File: config.mk
export PLATFORM = sky130hd
export DESIGN_NAME = frame_buf_ctrl
export DESIGN_NICKNAME = d
export VERILOG_FILES = /design/src/rtl/frame_buf_pkg.sv /design/src/rtl/frame_addr_cnt.sv /design/src/rtl/frame_buf_ctrl.sv
export SDC_FILE = /design/constraint.sdc
export NUM_CORES = 1
export LEC_CHECK = 0
export BUFFER_PORTS_ARGS = -buffer_cell sky130_fd_sc_hd__buf_2
export CAP_MARGIN = 20
export CORE_UTILIZATION = 48
export DETAILED_ROUTE_END_ITERATION = 6
export PLACE_DENSITY = 0.73
export SLEW_MARGIN = 30
export SYNTH_ARGS = -nofsm -noshare
export SYNTH_HDL_FRONTEND = slang
export SYNTH_HIERARCHICAL = 1
export SYNTH_SLANG_ARGS = --single-unit
File: constraint.sdc
create_clock -name clk -period 1.4 [get_ports clk]
set_input_delay 0.07 -clock clk [delete_from_list [all_inputs] [get_ports clk]]
set_output_delay 0.07 -clock clk [all_outputs]
set_load 0.05 [all_outputs]
File: src/rtl/frame_buf_pkg.sv
// Shared definitions for the ping-pong frame buffer controller.
//   NUM_BANKS / BANK_W : bank count and bank-select width
//   wr/rd state codes  : writer and reader FSM encodings
//   bank_mask()        : one-hot mask for a bank index
package frame_buf_pkg;

  localparam int NUM_BANKS = 2;
  localparam int BANK_W    = $clog2(NUM_BANKS);

  typedef logic [0:0] fsm_state_t;

  localparam logic [0:0] W_FILL = 1'b0;
  localparam logic [0:0] W_WAIT = 1'b1;

  localparam logic [0:0] R_IDLE = 1'b0;
  localparam logic [0:0] R_READ = 1'b1;

  function automatic logic [NUM_BANKS-1:0] bank_mask(input logic [BANK_W-1:0] bank);
    logic [NUM_BANKS-1:0] m;
    m       = '0;
    m[bank] = 1'b1;
    return m;
  endfunction

endpackage

File: src/rtl/frame_addr_cnt.sv
// Word counter for one side (writer or reader) of the frame buffer.
//   clk, reset : clock, async active-high reset
//   inc        : advance count by one
//   clr        : synchronous clear (has priority over inc)
//   cnt        : current word index
//   last       : cnt is at the final word of a frame (MEM_DEPTH-1)
module frame_addr_cnt #(
  parameter int ADDR_WIDTH = 3,
  parameter int MEM_DEPTH  = 1 << ADDR_WIDTH
) (
  input  logic                  clk,
  input  logic                  reset,
  input  logic                  inc,
  input  logic                  clr,
  output logic [ADDR_WIDTH-1:0] cnt,
  output logic                  last
);

  assign last = (cnt == ADDR_WIDTH'(MEM_DEPTH - 1));

  always_ff @(posedge clk or posedge reset) begin
    if (reset)
      cnt <= '0;
    else if (clr)
      cnt <= '0;
    else if (inc)
      cnt <= cnt + ADDR_WIDTH'(1);
  end

endmodule

File: src/rtl/frame_buf_ctrl.sv
// Ping-pong frame buffer controller. A writer fills one bank while a reader
// drains the other; a bank is handed over once a whole frame is in it.
//   clk, reset            : clock, async active-high reset
//   wr_req / rd_req       : source offers a word / sink wants a word
//   wr_en, wr_addr        : registered write strobe and {bank, word}
//   rd_en, rd_addr        : registered read strobe and {bank, word}
//   frame_rdy             : reader's current bank holds a complete frame
//   wr_drop / rd_underrun : one-cycle pulse per rejected request
//   frame_cnt             : completed written frames, wraps at 255
module frame_buf_ctrl
  import frame_buf_pkg::*;
#(
  parameter int ADDR_WIDTH = 3,
  parameter int MEM_DEPTH  = 1 << ADDR_WIDTH
) (
  input  logic                clk,
  input  logic                reset,
  input  logic                wr_req,
  input  logic                rd_req,
  output logic                wr_en,
  output logic [ADDR_WIDTH:0] wr_addr,
  output logic                rd_en,
  output logic [ADDR_WIDTH:0] rd_addr,
  output logic                frame_rdy,
  output logic                wr_drop,
  output logic                rd_underrun,
  output logic [7:0]          frame_cnt
);

  logic [BANK_W-1:0]     wb, rb, wb_next, rb_next;
  logic [NUM_BANKS-1:0]  full, full_nxt, set_mask, clr_mask;
  logic [ADDR_WIDTH-1:0] wr_cnt, rd_cnt;
  logic                  wr_last, rd_last;
  fsm_state_t            wr_state, rd_state;
  logic                  wr_acc, wr_rej, rd_acc, rd_rej, wr_done, rd_done;

  assign wr_acc  = wr_req && (wr_state == W_FILL);
  assign wr_rej  = wr_req && (wr_state == W_WAIT);
  assign rd_acc  = rd_req && full[rb];
  assign rd_rej  = rd_req && !full[rb];
  assign wr_done = wr_acc && wr_last;
  assign rd_done = rd_acc && rd_last;

  assign wb_next = wb + BANK_W'(1);
  assign rb_next = rb + BANK_W'(1);

  // Set and clear never hit the same bank: the writer only completes a bank
  // that is not full, the reader only completes one that is.
  always_comb begin
    set_mask = '0;
    clr_mask = '0;
    if (wr_done) set_mask = bank_mask(wb);
    if (rd_done) clr_mask = bank_mask(rb);
    full_nxt = (full | set_mask) & ~clr_mask;
  end

  frame_addr_cnt #(.ADDR_WIDTH(ADDR_WIDTH), .MEM_DEPTH(MEM_DEPTH)) u_wr_cnt (
    .clk   (clk),
    .reset (reset),
    .inc   (wr_acc && !wr_last),
    .clr   (wr_done),
    .cnt   (wr_cnt),
    .last  (wr_last)
  );

  frame_addr_cnt #(.ADDR_WIDTH(ADDR_WIDTH), .MEM_DEPTH(MEM_DEPTH)) u_rd_cnt (
    .clk   (clk),
    .reset (reset),
    .inc   (rd_acc && !rd_last),
    .clr   (rd_done),
    .cnt   (rd_cnt),
    .last  (rd_last)
  );

  always_ff @(posedge clk or posedge reset) begin
    if (reset) begin
      wb        <= '0;
      rb        <= '0;
      full      <= '0;
      wr_state  <= W_FILL;
      rd_state  <= R_IDLE;
      frame_cnt <= '0;
    end else begin
      full <= full_nxt;
      if (wr_done) begin
        wb        <= wb_next;
        frame_cnt <= frame_cnt + 8'd1;
      end
      if (rd_done)
        rb <= rb_next;

      case (wr_state)
        W_FILL:
          // Look at the post-update flag so a same-cycle reader release of
          // the next bank keeps the writer filling.
          if (wr_done && full_nxt[wb_next])
            wr_state <= W_WAIT;
        W_WAIT:
          // Reacts to the registered flag, one cycle after the bank frees.
          if (!full[wb])
            wr_state <= W_FILL;
        default:
          wr_state <= W_FILL;
      endcase

      // frame_rdy is this register, so it trails full[rb] by one cycle.
      rd_state <= full[rb] ? R_READ : R_IDLE;
    end
  end

  always_ff @(posedge clk or posedge reset) begin
    if (reset) begin
      wr_en       <= 1'b0;
      rd_en       <= 1'b0;
      wr_addr     <= '0;
      rd_addr     <= '0;
      wr_drop     <= 1'b0;
      rd_underrun <= 1'b0;
    end else begin
      wr_en       <= wr_acc;
      rd_en       <= rd_acc;
      wr_drop     <= wr_rej;
      rd_underrun <= rd_rej;
      if (wr_acc) wr_addr <= {wb, wr_cnt};
      if (rd_acc) rd_addr <= {rb, rd_cnt};
    end
  end

  assign frame_rdy = (rd_state == R_READ);

endmodule

======== After elaboration in Yosys (flattened, before gate mapping) ========
Cells that the tools add are included.
operators by class
  $add $sub $neg .......................... 5
  magnitude comparators ................... 5
  eq/ne operators ......................... 2
  muxes and demuxes ....................... 20
  bitwise gates (word level) .............. 4
  reduce and logical (&&, ||, !) cells .... 16
operators with widths
  cell                   count
  $mux W3                4
  $logic_and A1 B1 Y1    11
  $mux W1                11
  $add A8 B1 Y8 const B  1
  $add A3 B1 Y3 const B  2
  $eq A3 B3 Y1 const B   2
  $lt A1 B2 Y1 const B   3
  $mux W2                2
  $reduce_bool A2 Y1     2
  $logic_not A1 Y1       3
  $add A1 B1 Y1 const B  2
  $and A2 B2 Y2          1
  $demux W1 S1           2
  $ge A1 B1 Y1 const B   2
  $not A2 Y2             1
  $or A2 B2 Y2           1
  $pmux W1 S2            1
  $not A1 Y1             1
word-level totals
  register bits after elaboration ......... 32
  bits of input ports ..................... 4
  output and inout bits ................... 21
  logic and storage cells ................. 66

======== Logic depth before layout (Yosys ltp) ========
Gate-level depths: netlist of the first run.
  depth in word-level cells ............... 12
  mapped depth ............................ 6
  gate-level depth less buffers ........... 6

======== Cells and area by module ========
Netlist of the first run, hierarchy kept.
modules (own cells, without submodules)
  module          times used  cells each  area an instance (µm²)  sequential area each (µm²)
  frame_buf_ctrl  1           95          1108.6                  650.6
  frame_addr_cnt  2           12          143.9                   75.1

======== Worst setup path before layout of the first run ========
No wires, ideal clock.
  path kind ............................... register -> register
  from .................................... register u_wr_cnt.cnt[0]
  to ...................................... register frame_cnt[5]
  library setup time ...................... 145 ps
  arrival time ............................ 1354 ps
  required time ........................... 1255 ps
  path slack .............................. -99 ps
  stages on the path, launching flop included .. 6
  path buffers ............................ 0
  period minus slack after synthesis ...... 1499 ps
  cell sequence ........................... dfrtp_1 ha_1 ha_1 and4_1 and4_1 xor2_1
between the ends
  longest elaborated chain between the ends .. 2
RTL lines
  what                    RTL line              RTL
  start, declared         frame_addr_cnt.sv:15  output logic [ADDR_WIDTH-1:0] cnt,
  start signal, assigned  frame_addr_cnt.sv:27  cnt <= cnt + ADDR_WIDTH'(1);
  $eq A3 B3 Y1            frame_addr_cnt.sv:19  assign last = (cnt == ADDR_WIDTH'(MEM_DEPTH - 1));
  net wr_last             frame_buf_ctrl.sv:33  logic wr_last, rd_last;
  $logic_and A1 B1 Y1     frame_buf_ctrl.sv:41  assign wr_done = wr_acc && wr_last;
  end signal, assigned    frame_buf_ctrl.sv:87  frame_cnt <= frame_cnt + 8'd1;
  end, declared           frame_buf_ctrl.sv:27  output logic [7:0] frame_cnt
The timed path passes the listed nets, and every way through them passes these cells.
A chain may end at the register's enable or synchronous reset.

======== Worst setup path in the final report of the first run ========
  from .................................... register u_wr_cnt.cnt[1]
  to ...................................... register frame_cnt[5]
The elaborated chain is that of the path after synthesis.

==> summary.md, run 1 <==
| Metric | Value |
|---|---|
| Violated checks | negative setup slack |
| DRC | 0 |
| Routability Congestion | 0.7292 |
| DPL Wire Length | 1950 um |
| Wire per inst | 13.87 um |
| Share of cells above drive strength 1 | 35.85% |
| Final Non-Filler Cells | 190 |
| Clk network pwr share | 16.3% |
| Ys flop type | dfrtp_1 |
| Total GRT Usage | 19.28% |
| Postcts setup bufs | 0 |
| Async SR Flop Fraction | 100.0% |
| Synthesized area per cell | 11.73 um2 |
| Post-Syn Area | 0.001396 mm2 |
| Diodes inserted | 0 |
| VDD IR-drop max | 0.001550 V |
| Crit path max-delay cell type | dfrtp_1 |
| Worst hold path depth | 3 |
| Post-Synthesis Cells | 119 |
| Routed Antenna Nets | 0 |
| Final setup viols | 1 |
| CTS buffer count | 5 |
| Root Driver | clkbuf_4 |
| CTS max path bufs | 2 |
| DIE AREA | 0.003129 mm2 |
| IO buf count | 24 |
| CTS sink cnt | 32 |
| Pre-CTS WS | -0.07448 ns |
| Syn. warnings | 6 |
| Chip Height | 55.94 um |
| Final Net Count | 167 |
| Largest net degree at the start of global routing | 19 |
| Total power | 4.167 mW |
| Core area | 0.002758 mm2 |
| Final WL | 2636 um |
| Status | complete, but fails checks |
| Max incr delay on CP | 0.40 ns |
| Post-synth top area share | 57.35% |
| WP data required | 1.63 ns |
| Most instantiated cells after synthesis | dfrtp_1, nand2_1, nor2_1 |
| Cell Chain, Critical Path | ha_2 > ha_4 > and4_4 > and4_1 > xor2_1 |
| First-pass GRT wire length | 4526 um |
| Count of placed standard cells including taps | 180 |
| Unrepaired setup endpoints after global routing | yes |
| Distinct cells, synth | 27 |
| Sw Share | 43.23% |
| Hold crit path type | in2reg |
| Floorplan row count | 19 |
| Startpoint Class | flop |
| Tcrit/Tclk final | 101.4% |
| Vias/cell | 5.084 |
| Final Critical Period | 1.419 ns |
| CP arrival | 1.65 ns |
| Most common cell in the synthesized netlist | dfrtp_1 |
| Maxcap violations | 0 |
| Initial core utilization | 50.64% |
| P per Cell Area | 2376 mW/mm2 |
| DRT Pass-1 Iters | 4 |
| Htree depth | 2 |
| Vias in the first global route | 1033 |
| Io pins | 25 |
| Syn Nets | 128 |
| Nature of the critical path endpoint | flop |
| Setup ws final | -0.01931 ns |
| Comb pwr share | 47.2% |
| Slew Viols, Final | 0 |
| Slew at the pin closest to its max-slew limit | 0.3726 ns |
| Sw power | 1.801 mW |
| Area grow syn2layout | 25.63% |
| Grt ovf | 0 |
| Final hold violation count | 0 |
| Hold Slack | 0.03173 ns |
| #FFs+latches synth | 32 |
| Max-slew headroom | 75.13% |
| Leakage | 0.9209 nW |
| CP Class | reg2reg |
| Register area share after synthesis | 57.35% |
| Initial antenna violation count | 0 |
| Initial drt markers | 24 |
| Worst Reg-to-Reg Cells | 5 |
| Post-synth EDFFs | 0 |
| Worst-path maximum fanout | 3 |
| Dominant cell type by area after synthesis | dfrtp_1 |
| Die Width | 55.94 um |
| Clock-pin slew on the worst setup and hold paths | 0.10 ns |
| Synth area leaders | dfrtp_1, nand2_1, ha_1 |
| Setup Skew | 0.004262 ns |
| Cell Int Power | 2.366 mW |
| Clk Latency, worst-skew pair | 0.33 ns |
| CTS tree | yes |
| Fmax | 704.6 MHz |
| Reg power frac | 36.5% |
| Vias | 966 |
state kept, by name, indices dropped and copies added (netlist names):
name and count:
rd_underrun 1, full 2, rd_addr 4, u_wr_cnt/cnt 3
wr_en 1, wr_addr 4, frame_cnt 8, frame_rdy 1
u_rd_cnt/cnt 3, rd_en 1, wb 1, wr_drop 1
rb 1, wr_state 1
worst paths after layout:
check / startpoint / slack [ns] / end
max in group asynchronous: reset / 0.70 / rb
setup reg to reg: u_wr_cnt/cnt[1] / -0.02 / frame_cnt[5]
hold reg to reg: frame_cnt[7] / 0.48 / frame_cnt[7]
min in group asynchronous: reset / 0.18 / u_rd_cnt/cnt[1]
hold / removal: rd_req / 0.03 / rd_underrun
setup / recovery: u_wr_cnt/cnt[1] / -0.02 / frame_cnt[5]
cell usage in the layout (no fill, tap or decap), types with 2 or more instances in the layout:
cell type / netlist / routed
mux2_2: 2 / 2
xnor2_1: 7 / 7
xor2_1: 3 / 3
a21oi_1: 2 / 2
nand2_1: 19 / 19
mux2i_1: 4 / 4
buf_2: 0 / 24
o21ai_0: 3 / 3
inv_1: 6 / 6
ha_1: 5 / 2
dfrtp_1: 32 / 32
nand4_1: 4 / 4
nand2_4: 2 / 2
ha_4: 0 / 2
clkbuf_4: 0 / 5
mux2_4: 4 / 4
dlygate4sd3_1: 0 / 2
buf_4: 0 / 7
nor2_1: 10 / 8
nand3_1: 2 / 2
logic make-up (layout without fill, tap and decap cells):
group,after synthesis,count (layout),share of synthesized area (%)
buf+inv,10,50,3.584
mux,10,10,8.782
flops,32,32,57.35
xor+xnor,10,10,6.273
fa+ha+maj,5,5,4.480
compound gates,7,7,2.957
simple gates,45,45,16.58
power by group through the flow:
stage	sequential, mW	combinational [mW]	clock (mW)
4_1_cts	1.51	1.96	0.701
3_5_place_dp	1.53	1.94	0
2_1_floorplan	2.13	0.778	0
3_3_place_gp	1.50	1.84	0
6_report	1.52	1.97	0.679
5_1_grt	1.56	2.14	0.752
worst max-delay path, delay by kind of cell, from the launching register on:
family,cells,cell delay (ns)
xor gates and xnor gates,1,0.14
and+or+nand+nor,2,0.39
DFF,1,0.40
adders and majority gates,2,0.39
layer usage:
layer  track usage [%]  wire length, um  up-vias
met2             33.39             1361       21
met3             7.674              125        6
met4             6.969               44        0
li1                  -                -      472
met1             21.45             1104      467
met5                 0                0        -
through the flow:
step | area, um2 | TNS (ns) | utilization, %
final | 1754 | -0.01931 | 63.61
after global routing | 1754 | -0.1873 | 63.61
after CTS | 1739 | -0.04187 | 63.07
after detailed placement | 1630 | -0.1863 | 59.12
after global placement | 1630 | 0 | 59.12
after floorplan | 1414 | -0.004696 | -
cell type report:
cell class                      instances  area, um2
Multi-Input combinational cell         77      585.6
Tap cell                               31      38.79
Fill cell                             205       1003
Inverter                                8      40.04
Sequential cell                        32      800.8
Clock inverter                          2      35.03
Timing Repair Buffer                   34      212.7
Clock buffer                            6      41.29
timing repair:
item,in CTS,in global routing
resized for setup,4,3
hold buffers,2,0
endpoints found under the setup margin,6,8
pin swaps,1,2
hold endpoints to repair,15,0
No activity file was read; power rests on OpenSTA's default activity.
==> run 2: changes to the inputs <==
PLACE_DENSITY = 0.72   (was 0.73)
==> run 2 against run 1 <==
Net effect: the flow still finishes with violations (negative setup slack); via count up 0.31%; critical path depth unchanged; final area shrank 1.1%; combinational power about the same; maximum frequency up 0.44%; register-to-register slack barely moved; worst setup slack improved by 0.0063 ns; wire length fell by 6.1%; hold slack got worse by 0.014 ns; largest cell class unchanged.
==> summary.md, run 2 (synthesis results as in run 1) <==
| Metric | Value |
|---|---|
| Status | complete, but fails checks |
| Violated checks | negative setup slack |
| Floorplan row count | 19 |
| Leakage | 0.9166 nW |
| Count of placed standard cells including taps | 181 |
| Share of cells above drive strength 1 | 37.27% |
| DPL Wire Length | 1800 um |
| CP Class | reg2reg |
| Initial drt markers | 14 |
| Slew at the pin closest to its max-slew limit | 0.2511 ns |
| Final setup viols | 2 |
| Crit path max-delay cell type | dfrtp_1 |
| Vias/cell | 5.047 |
| Max reg flops | 8 |
| Unrepaired setup endpoints after global routing | yes |
| VDD IR-drop max | 0.001639 V |
| CP arrival | 1.63 ns |
| Worst-path maximum fanout | 3 |
| Final Net Count | 169 |
| Largest net degree at the start of global routing | 15 |
| WP data required | 1.61 ns |
| Area grow syn2layout | 24.28% |
| Vias | 969 |
| CP bufs+invs | 0 |
| Setup ws final | -0.01304 ns |
| Root Driver | clkbuf_4 |
| Leading cell types in the layout, fill and taps excluded | dfrtp_1, buf_2, nand2_1 |
| Initial core utilization | 50.64% |
| Chip Height | 55.94 um |
| Clock-pin slew on the worst setup and hold paths | 0.10 ns |
| Maxcap violations | 0 |
| Max incr delay on CP | 0.40 ns |
| Setup Skew | 0.01137 ns |
| Wire per inst | 12.90 um |
| DIE AREA | 0.003129 mm2 |
| CTS tree | yes |
| Routability Congestion | 0.7445 |
| Fmax | 707.7 MHz |
| Grt ovf | 0 |
| Final Critical Period | 1.413 ns |
| CTS buffer count | 5 |
| Slew Viols, Final | 0 |
| Clk Latency, worst-skew pair | 0.33 ns |
| P per Cell Area | 2323 mW/mm2 |
| IO buf count | 24 |
| Most common cell after layout, fill and taps aside | dfrtp_1 |
| Tcrit/Tclk final | 100.9% |
| Diodes inserted | 0 |
| Cell Chain, Critical Path | ha_2 > ha_4 > and4_4 > and4_1 > xor2_1 |
| Most flops, register | frame_cnt |
| Routed Antenna Nets | 0 |
| Nature of the critical path endpoint | flop |
| Top Family by Delay on Critical Path | flip-flops |
| Vias in the first global route | 994 |
| Io pins | 25 |
| Max-slew headroom | 83.38% |
| DRC | 0 |
| First-pass GRT wire length | 4250 um |
| Largest regs | frame_cnt (8), rd_addr (4), wr_addr (4) |
| CTS sink cnt | 32 |
| Final hold violation count | 0 |
| Hold crit path type | in2reg |
| Startpoint Class | flop |
| Die Width | 55.94 um |
| Total power | 4.031 mW |
| Core area | 0.002758 mm2 |
| Final WL | 2476 um |
| Htree depth | 2 |
| DRT Pass-1 Iters | 3 |
| Total GRT Usage | 18.11% |
| Final Non-Filler Cells | 192 |
| Initial antenna violation count | 0 |
| CTS max path bufs | 2 |
run 2: cell types whose count changed in the layout (fill, tap and decap cells not counted), sizes merged:
| cell | previous run | this run |
|---|---|---|
| buf | 32 | 35 |
| bufinv | 1 | 0 |
| clkbuf | 6 | 7 |
| clkinv | 1 | 0 |
| clkinvlp | 0 | 1 |
| dlygate4sd3 | 2 | 1 |
run 2: through the flow:
step / hold WS, ns / setup WS, ns / TNS [ns] / util (%) / cell area (um2)
6_report: 0.01794 / -0.01304 / -0.01473 / 62.93 / 1735
5_1_grt: 0.02816 / -0.07008 / -0.1368 / 62.93 / 1735
4_1_cts: 0.01212 / -0.03008 / -0.06713 / 62.39 / 1720
3_5_place_dp: -0.02553 / -0.01994 / -0.03896 / 58.94 / 1625
2_1_floorplan: -0.1764 / -0.004696 / -0.004696 / - / 1414
3_3_place_gp: -0.03360 / 0.01809 / 0 / 58.94 / 1625
run 2: layout make-up:
class                      instances  area, um2
tap                               31      38.79
timing repair buffer              36      212.7
sequential                        32      800.8
clock buffer                       7      55.05
multi-input combinational         77      585.6
inverter                           8      35.03
fill                             228       1022
clock inverter                     1      7.507
run 2: final timing paths:
kind | cells after the start | endpoint | slack, ns | start
setup / recovery | 5 | frame_cnt[5] | -0.01 | u_wr_cnt/cnt[0]
hold / removal | 2 | wr_drop | 0.02 | wr_req
setup reg to reg | 5 | frame_cnt[5] | -0.01 | u_wr_cnt/cnt[0]
hold reg to reg | 1 | frame_cnt[7] | 0.47 | frame_cnt[7]
max in group asynchronous | 4 | frame_cnt[2] | 0.89 | reset
min in group asynchronous | 3 | u_rd_cnt/cnt[1] | 0.19 | reset
run 2: timing repair:
| item | CTS | global route |
|---|---|---|
| gates resized for setup | 2 | 3 |
| endpoints found under the setup margin | 5 | 6 |
| cloned | 0 | 0 |
| endpoints found under the hold margin | 32 | 0 |
| pin swaps | 1 | 1 |
| buffers inserted | 2 | 0 |
| hold buffers | 1 | 0 |
run 2: power by group:
part | leakage (nW) | switching (mW) | total, mW | internal, mW
clock network | 0.0315 | 0.313 | 0.559 | 0.246
registers | 0.406 | 0.256 | 1.51 | 1.25
logic | 0.479 | 1.22 | 1.96 | 0.745
run 2: layer usage:
metal	GRT usage, %	share of wire, %	vias up
met5	0	0	-
met4	9.756	1.7	0
met3	4.884	3.4	6
met2	30.64	52	20
met1	20.93	43	468
li1	-	-	475
